<file path="src/rtl/pixproc_pkg.sv">
`default_nettype none
// ============================================================================
//  Module      : pixproc_pkg
//  Description : Shared constants, FSM state type and ret_o field positions
//                for the pixel threshold counter.
//  Revision    : 1.0 - initial release
// ============================================================================
package pixproc_pkg;

    localparam int PIX_W        = 8;
    localparam int WORD_W       = 256;
    localparam int PIX_PER_WORD = WORD_W / PIX_W;

    // Layout of the 32-bit status word returned to the host
    localparam int RET_W     = 32;
    localparam int DONE_BIT  = 31;
    localparam int OVF_BIT   = 30;
    localparam int BUSY_BIT  = 29;
    localparam int RET_CNT_W = 24;

    typedef enum logic [1:0] {
        IDLE = 2'd0,
        RUN  = 2'd1,
        DONE = 2'd2
    } state_e;

endpackage : pixproc_pkg
`default_nettype wire

</file>
<file path="src/rtl/word_fifo.sv">
`default_nettype none
// ============================================================================
//  Module      : word_fifo
//  Description : Synchronous FIFO with register-file storage, full/empty
//                flags and a synchronous flush. A push while full is taken
//                only when a pop happens in the same cycle.
//  Revision    : 1.0 - initial release
// ============================================================================
module word_fifo #(
    parameter int WIDTH = 256,
    parameter int DEPTH = 4
) (
    input  logic             clk_i,
    input  logic             rst_ni,
    input  logic             flush_i,
    input  logic             push_i,
    input  logic             pop_i,
    input  logic [WIDTH-1:0] wdata_i,
    output logic [WIDTH-1:0] rdata_o,
    output logic             full_o,
    output logic             empty_o
);

    localparam int AW = (DEPTH > 1) ? $clog2(DEPTH) : 1;
    localparam int CW = AW + 1;

    logic [WIDTH-1:0] mem_q [DEPTH];
    logic [AW-1:0]    wr_ptr_q;
    logic [AW-1:0]    rd_ptr_q;
    logic [CW-1:0]    cnt_q;
    logic             do_push;
    logic             do_pop;

    assign empty_o = (cnt_q == '0);
    assign full_o  = (cnt_q == CW'(DEPTH));
    assign do_pop  = pop_i & ~empty_o;
    assign do_push = push_i & (~full_o | do_pop);
    assign rdata_o = mem_q[rd_ptr_q];

    // Pointer and occupancy bookkeeping; flush empties the queue in one cycle
    always_ff @(posedge clk_i or negedge rst_ni) begin
        if (!rst_ni) begin
            wr_ptr_q <= '0;
            rd_ptr_q <= '0;
            cnt_q    <= '0;
        end else if (flush_i) begin
            wr_ptr_q <= '0;
            rd_ptr_q <= '0;
            cnt_q    <= '0;
        end else begin
            if (do_push) wr_ptr_q <= wr_ptr_q + AW'(1);
            if (do_pop)  rd_ptr_q <= rd_ptr_q + AW'(1);
            case ({do_push, do_pop})
                2'b10:   cnt_q <= cnt_q + CW'(1);
                2'b01:   cnt_q <= cnt_q - CW'(1);
                default: cnt_q <= cnt_q;
            endcase
        end
    end

    // Storage write; contents need no reset because occupancy gates reads
    always_ff @(posedge clk_i) begin
        if (do_push && !flush_i) begin
            mem_q[wr_ptr_q] <= wdata_i;
        end
    end

endmodule : word_fifo
`default_nettype wire

</file>
<file path="src/rtl/pixel_threshold_counter.sv">
`default_nettype none
// ============================================================================
//  Module      : pixel_threshold_counter
//  Description : Buffers 256-bit pixel words, serializes them PIX_PER_CYCLE
//                pixels per clock and counts pixels strictly above a
//                threshold over a frame of word_count words.
//  Revision    : 1.0 - initial release
// ============================================================================
module pixel_threshold_counter
    import pixproc_pkg::*;
#(
    parameter int FIFO_DEPTH    = 4,
    parameter int PIX_PER_CYCLE = 4,
    parameter int CNT_W         = 24
) (
    input  logic              clk_clk,
    input  logic              reset_reset_n,
    input  logic [WORD_W-1:0] data_i,
    input  logic              datavalid_i,
    input  logic [31:0]       trigger_i,
    input  logic [PIX_W-1:0]  threshold_i,
    input  logic [15:0]       word_count_i,
    output logic [RET_W-1:0]  ret_o
);

    localparam int BEATS   = PIX_PER_WORD / PIX_PER_CYCLE;
    localparam int BEAT_W  = (BEATS > 1) ? $clog2(BEATS) : 1;
    localparam int POP_W   = $clog2(PIX_PER_CYCLE + 1);
    localparam int SLICE_W = PIX_PER_CYCLE * PIX_W;

    // Control state
    state_e              state_q, state_d;
    logic                trig0_q;
    logic [PIX_W-1:0]    thr_q;
    logic [15:0]         wc_q;
    logic [15:0]         words_q;
    logic                ovf_q;
    logic [CNT_W-1:0]    count_q;

    // Serializer
    logic [WORD_W-1:0]   ser_q;
    logic [BEAT_W-1:0]   beat_q;
    logic                ser_vld_q;

    // Compare pipeline stage 1
    logic                s1_vld_q;
    logic [PIX_PER_CYCLE-1:0] hits_q;
    logic [POP_W-1:0]    pop_q;

    // Combinational control
    logic                start_edge;
    logic                abort;
    logic                start_go;
    logic                flush;
    logic                capture;
    logic                ovf_set;
    logic                ser_last;
    logic                ser_load;
    logic                frame_done;
    logic [PIX_PER_CYCLE-1:0] hits;
    logic [POP_W-1:0]    pop;
    logic [CNT_W:0]      cnt_sum;

    logic                fifo_full;
    logic                fifo_empty;
    logic [WORD_W-1:0]   fifo_rdata;

    // Upper trigger bits and the per-pixel hit vector are kept for debug only
    logic                unused_ok;
    assign unused_ok = ^{trigger_i[31:2], hits_q};

    assign start_edge = trigger_i[0] & ~trig0_q;
    assign abort      = trigger_i[1];
    // Abort outranks a simultaneous start; a start in RUN is not a restart
    assign start_go   = start_edge & ~abort & (state_q != RUN);
    assign flush      = abort | start_go;
    assign capture    = (state_q == RUN) & ~abort & datavalid_i & (words_q < wc_q);
    assign ser_last   = ser_vld_q & (beat_q == BEAT_W'(BEATS - 1));
    assign ser_load   = ~flush & ~fifo_empty & (~ser_vld_q | ser_last);
    // A word is lost only if the FIFO stays full after this cycle's pop
    assign ovf_set    = capture & fifo_full & ~ser_load;
    assign frame_done = (words_q == wc_q) & fifo_empty & ~ser_vld_q & ~s1_vld_q;

    word_fifo #(
        .WIDTH (WORD_W),
        .DEPTH (FIFO_DEPTH)
    ) u_fifo (
        .clk_i   (clk_clk),
        .rst_ni  (reset_reset_n),
        .flush_i (flush),
        .push_i  (capture),
        .pop_i   (ser_load),
        .wdata_i (data_i),
        .rdata_o (fifo_rdata),
        .full_o  (fifo_full),
        .empty_o (fifo_empty)
    );

    // Next-state logic: abort returns to IDLE from anywhere
    always_comb begin
        state_d = state_q;
        if (abort) begin
            state_d = IDLE;
        end else begin
            case (state_q)
                IDLE:    if (start_edge) state_d = RUN;
                RUN:     if (frame_done) state_d = DONE;
                DONE:    if (start_edge) state_d = RUN;
                default: state_d = IDLE;
            endcase
        end
    end

    // State register and start-edge history
    always_ff @(posedge clk_clk or negedge reset_reset_n) begin
        if (!reset_reset_n) begin
            state_q <= IDLE;
            trig0_q <= 1'b0;
        end else begin
            state_q <= state_d;
            trig0_q <= trigger_i[0];
        end
    end

    // Frame parameters, received-word count and sticky overflow
    always_ff @(posedge clk_clk or negedge reset_reset_n) begin
        if (!reset_reset_n) begin
            thr_q   <= '0;
            wc_q    <= '0;
            words_q <= '0;
            ovf_q   <= 1'b0;
        end else if (start_go) begin
            thr_q   <= threshold_i;
            wc_q    <= word_count_i;
            words_q <= '0;
            ovf_q   <= 1'b0;
        end else begin
            if (capture) words_q <= words_q + 16'd1;
            if (ovf_set) ovf_q   <= 1'b1;
        end
    end

    // Serializer: reload straight from the FIFO on the last beat to avoid bubbles
    always_ff @(posedge clk_clk or negedge reset_reset_n) begin
        if (!reset_reset_n) begin
            ser_q     <= '0;
            beat_q    <= '0;
            ser_vld_q <= 1'b0;
        end else if (flush) begin
            beat_q    <= '0;
            ser_vld_q <= 1'b0;
        end else if (ser_load) begin
            ser_q     <= fifo_rdata;
            beat_q    <= '0;
            ser_vld_q <= 1'b1;
        end else if (ser_vld_q) begin
            if (ser_last) begin
                ser_vld_q <= 1'b0;
            end else begin
                ser_q  <= ser_q >> SLICE_W;
                beat_q <= beat_q + BEAT_W'(1);
            end
        end
    end

    // Strict greater-than compare on the current beat's pixels
    for (genvar i = 0; i < PIX_PER_CYCLE; i++) begin : g_cmp
        assign hits[i] = (ser_q[i*PIX_W +: PIX_W] > thr_q);
    end

    // Popcount of the hit bits for this beat
    always_comb begin
        pop = '0;
        for (int i = 0; i < PIX_PER_CYCLE; i++) begin
            pop = pop + POP_W'(hits[i]);
        end
    end

    // Compare stage 1: register hit bits and their popcount
    always_ff @(posedge clk_clk or negedge reset_reset_n) begin
        if (!reset_reset_n) begin
            s1_vld_q <= 1'b0;
            hits_q   <= '0;
            pop_q    <= '0;
        end else begin
            s1_vld_q <= ser_vld_q & ~flush;
            hits_q   <= hits;
            pop_q    <= pop;
        end
    end

    assign cnt_sum = {1'b0, count_q} + (CNT_W + 1)'(pop_q);

    // Compare stage 2: saturating accumulate; only a start clears the count
    always_ff @(posedge clk_clk or negedge reset_reset_n) begin
        if (!reset_reset_n) begin
            count_q <= '0;
        end else if (start_go) begin
            count_q <= '0;
        end else if (s1_vld_q) begin
            count_q <= cnt_sum[CNT_W] ? {CNT_W{1'b1}} : cnt_sum[CNT_W-1:0];
        end
    end

    // Status word: flags from state/overflow, count zero-extended into 24 bits
    always_comb begin
        ret_o                       = '0;
        ret_o[DONE_BIT]             = (state_q == DONE);
        ret_o[OVF_BIT]              = ovf_q;
        ret_o[BUSY_BIT]             = (state_q == RUN);
        ret_o[RET_CNT_W-1:0]        = RET_CNT_W'(count_q);
    end

endmodule : pixel_threshold_counter
`default_nettype wire

</file>
<file path="config.mk">
export PLATFORM = sky130hd
export DESIGN_NAME = pixel_threshold_counter
export DESIGN_NICKNAME = d
export VERILOG_FILES = /design/src/rtl/pixproc_pkg.sv /design/src/rtl/word_fifo.sv /design/src/rtl/pixel_threshold_counter.sv
export SDC_FILE = /design/constraint.sdc
export NUM_CORES = 1
export LEC_CHECK = 0
export CAP_MARGIN = 20
export CORE_MARGIN = 2
export CORE_UTILIZATION = 60
export CTS_CLUSTER_DIAMETER = 150
export DETAILED_ROUTE_END_ITERATION = 8
export PLACE_DENSITY_LB_ADDON = 0.1
export SLEW_MARGIN = 20
export SYNTH_ARGS = -nofsm -noshare
export SYNTH_HDL_FRONTEND = slang
export SYNTH_SLANG_ARGS = --single-unit
export TNS_END_PERCENT = 5
</file>
<file path="constraint.sdc">
create_clock -name clk_clk -period 15.9 [get_ports clk_clk]
set_input_delay 3.18 -clock clk_clk [delete_from_list [all_inputs] [get_ports clk_clk]]
set_output_delay 3.18 -clock clk_clk [all_outputs]
set_load 0.005 [all_outputs]
</file>
==> impl_metrics.csv <==
group,metric,value,unit
global_routing,antenna_found_initial,28,
floorplanning,initial_core_util,0.603,
layout,layout_commonest_cell,"edfxtp_1",
routing,drt_iter0_markers,2118,
layout,syn_to_final_growth,16.4,%
power,irDropWorstVdd,128,uV
sta,rsz0062_at_grt,"false",
floorplanning,die_h,302,um
sta,timing.hold.ws,0.504,ns
clock_network,worst_skew_pair.late_latency,0.73,ns
routing,drc,0,
logic_synthesis,synth_edf_count,1024,
sta,report.final.slew_viol_count,0,
clock_network,cts_tree,"built",
clock_network,cts_resized,0,
power,leakage,20.7,nW
placement,dp_hpwl,66.1,mm
logic_synthesis,synth_seq_cells,1363,
floorplanning,die_x,302,um
placement,place_ws,7.73,ns
placement,gp_congestion,0.827,
logic_synthesis,syn_inst,2940,
sta,worstMarginPinSlew,1.10,ns
clock_network,cts.htree.levels,4,
clock_network,cts.path.max_buffers,3,
setup_path,cp-start-kind,"primary input",
layout,fin_util,0.702,
clock_network,numClockSinks,1363,
logic_synthesis,synthArstFlopShare,0.249,
layout,seqCellArea,39200,um2
sta,fin_crit,7.48,ns
placement,place_area,57300,um2
layout,fin_area,61900,um2
layout,layout_common_cells,"edfxtp_1 (1024), dfrtp_1 (337), clkdlybuf4s50_1 (310)",
clock_network,holdBufCountCts,0,
setup_path,required,16.45,ns
clock_network,cts_setup_buffers,0,
logic_synthesis,yosys_warnings,0,
floorplanning,boundaryPins,347,
routing,wl_per_cell,24.7,um
global_routing,grt_start_max_net_pins,158,
clock_network,cts-root-buf,"clkbuf_16",
logic_synthesis,ys_seq_area_frac,0.738,
clock_network,cts-buffers-inserted,138,
routing,wirelength,112,mm
sta,setup_viol,0,
placement,io_buffers,311,
global_routing,grt_pass1_vias,28400,
global_routing,grt.total_usage,0.254,
sta,fmax,134,MHz
sta,period_share,0.470,
clock_network,clk_pin_slew,0.06,ns
sta,finClkSkew,0.0195,ns
floorplanning,die-area,91000,um2
setup_path,critPathMaxFanout,157,
run_status,status,"completed",
logic_synthesis,avgSynthCellArea,18.1,um2
logic_synthesis,synth_cell_types,51,
setup_path,arrival,8.02,ns
layout,multi_input_area,13100,um2
sta,relSlewSlack,0.264,
hold_path,worstHoldPathType,"flop to flop",
sta,tns,0,ns
floorplanning,fp.coreArea,88100,um2
setup_path,critical_path_class,"primary input to flop",
routing,first_pass_iters,5,
layout,fillers,5557,
global_routing,grt_pass1_wl,172,mm
setup_path,crit_path_end_kind,"flop",
layout,layout.nets,3640,
layout,drive_gt1_frac,0.148,
flow_run,maxCapViolCount,0,
routing,vias_per_cell,6.02,
floorplanning,rows,109,
logic_synthesis,synth_area,53100,um2
sta,hold_viol,0,
sta,worst_slack,8.42,ns
logic_synthesis,ys_dominant_reg_cell,"edfxtp_1",
power,power_density,146,nW/um2
global_routing,globalRouteOverflowTotal,0,
routing,ant_nets,0,
routing,vias,27400,
cells in the mapped netlist, types with 12 or more instances:
cell type,number,area (um2)
mux2i_1,230,2300
ha_1,60,751
clkbuf_1,79,297
nor2_1,255,957
nand2_1,58,218
xnor2_1,14,123
mux4_2,256,5770
nor3_1,15,75.1
nand3_1,28,140
o21ai_0,48,240
edfxtp_1,1024,30700
dfrtp_1,339,8480
a22o_1,32,280
buf_4,12,90.1
inv_1,43,161
a21oi_1,258,1290
buf_2,45,225
buf_1,26,97.6
critical path, stage by stage:
cell and delay, ns:
clkdlybuf4s50_1 0.42, nand2b_1 0.21, nor2_1 0.07, nor2_1 0.36
nand2_2 0.69, inv_8 0.92, buf_4 0.83, buf_4 0.94
a21oi_1 0.20
where the power goes:
group | internal, mW | total [mW] | switching (mW) | leakage [nW]
Combinational | 0.658 | 1.41 | 0.751 | 5.33
Clock | 1.87 | 3.17 | 1.30 | 2.19
Sequential | 4.19 | 4.47 | 0.279 | 13.2
area by class of cell:
class / instances / area share
Multi-Input combinational cell: 1374 / 0.211
Timing Repair Buffer: 341 / 0.0553
Clock buffer: 212 / 0.0660
Antenna cell: 10 / 0.000405
Inverter: 44 / 0.00279
Sequential cell: 1363 / 0.634
Clock inverter: 45 / 0.00649
Tap cell: 1165 / 0.0236
kinds of logic (layout without fill, tap and decap cells):
logic type / Yosys count / in the layout / synth area share
other cells: 1 / 15 / 0.0000706
fa+ha+maj: 63 / 63 / 0.0153
buf+inv: 207 / 642 / 0.0167
compound gates: 376 / 376 / 0.0398
mux: 487 / 487 / 0.152
flops: 1363 / 1363 / 0.738
xor+xnor: 16 / 16 / 0.00264
simple gates: 427 / 427 / 0.0351
metrics by stage:
step	total power, mW	cells
after global routing	9.45	4550
after floorplan	5.42	2944
after detailed placement	5.95	4287
after global placement	5.90	4287
final	9.05	4554
after CTS	9.13	4544
per-layer routing:
metal | up-vias | routed length, um | track usage
li1 | 12100 | - | -
met1 | 14200 | 45900 | 0.349
met2 | 810 | 56600 | 0.411
met3 | 196 | 7090 | 0.0576
met4 | 36 | 2560 | 0.0771
met5 | - | 224 | 0
state kept, by name, indices dropped and copies added (netlist names):
register / flops
u_fifo.mem_q: 1024
ser_vld_q: 1
trig0_q: 1
s1_vld_q: 1
words_q: 16
ser_q: 256
count_q: 24
u_fifo.cnt_q: 3
u_fifo.wr_ptr_q: 2
ovf_q: 1
pop_q: 3
wc_q: 16
u_fifo.rd_ptr_q: 2
thr_q: 8
beat_q: 3
state_q: 2
worst paths after layout:
kind	from	endpoint	slack, ns	cells after the start
setup reg to reg	state_q[0]$_DFFE_PN0P_	ser_q[149]$_DFFE_PN0P_	10.58	8
max in group asynchronous	reset_reset_n	ser_q[49]$_DFFE_PN0P_	11.38	3
hold reg to reg	wc_q[0]$_DFFE_PN0P_	wc_q[0]$_DFFE_PN0P_	0.50	2
setup / recovery	trigger_i[0]	ser_q[149]$_DFFE_PN0P_	8.42	9
min in group asynchronous	reset_reset_n	wc_q[12]$_DFFE_PN0P_	2.48	1
hold / removal	wc_q[0]$_DFFE_PN0P_	wc_q[0]$_DFFE_PN0P_	0.50	2
Note: power is estimated with default switching activity, not from simulation.
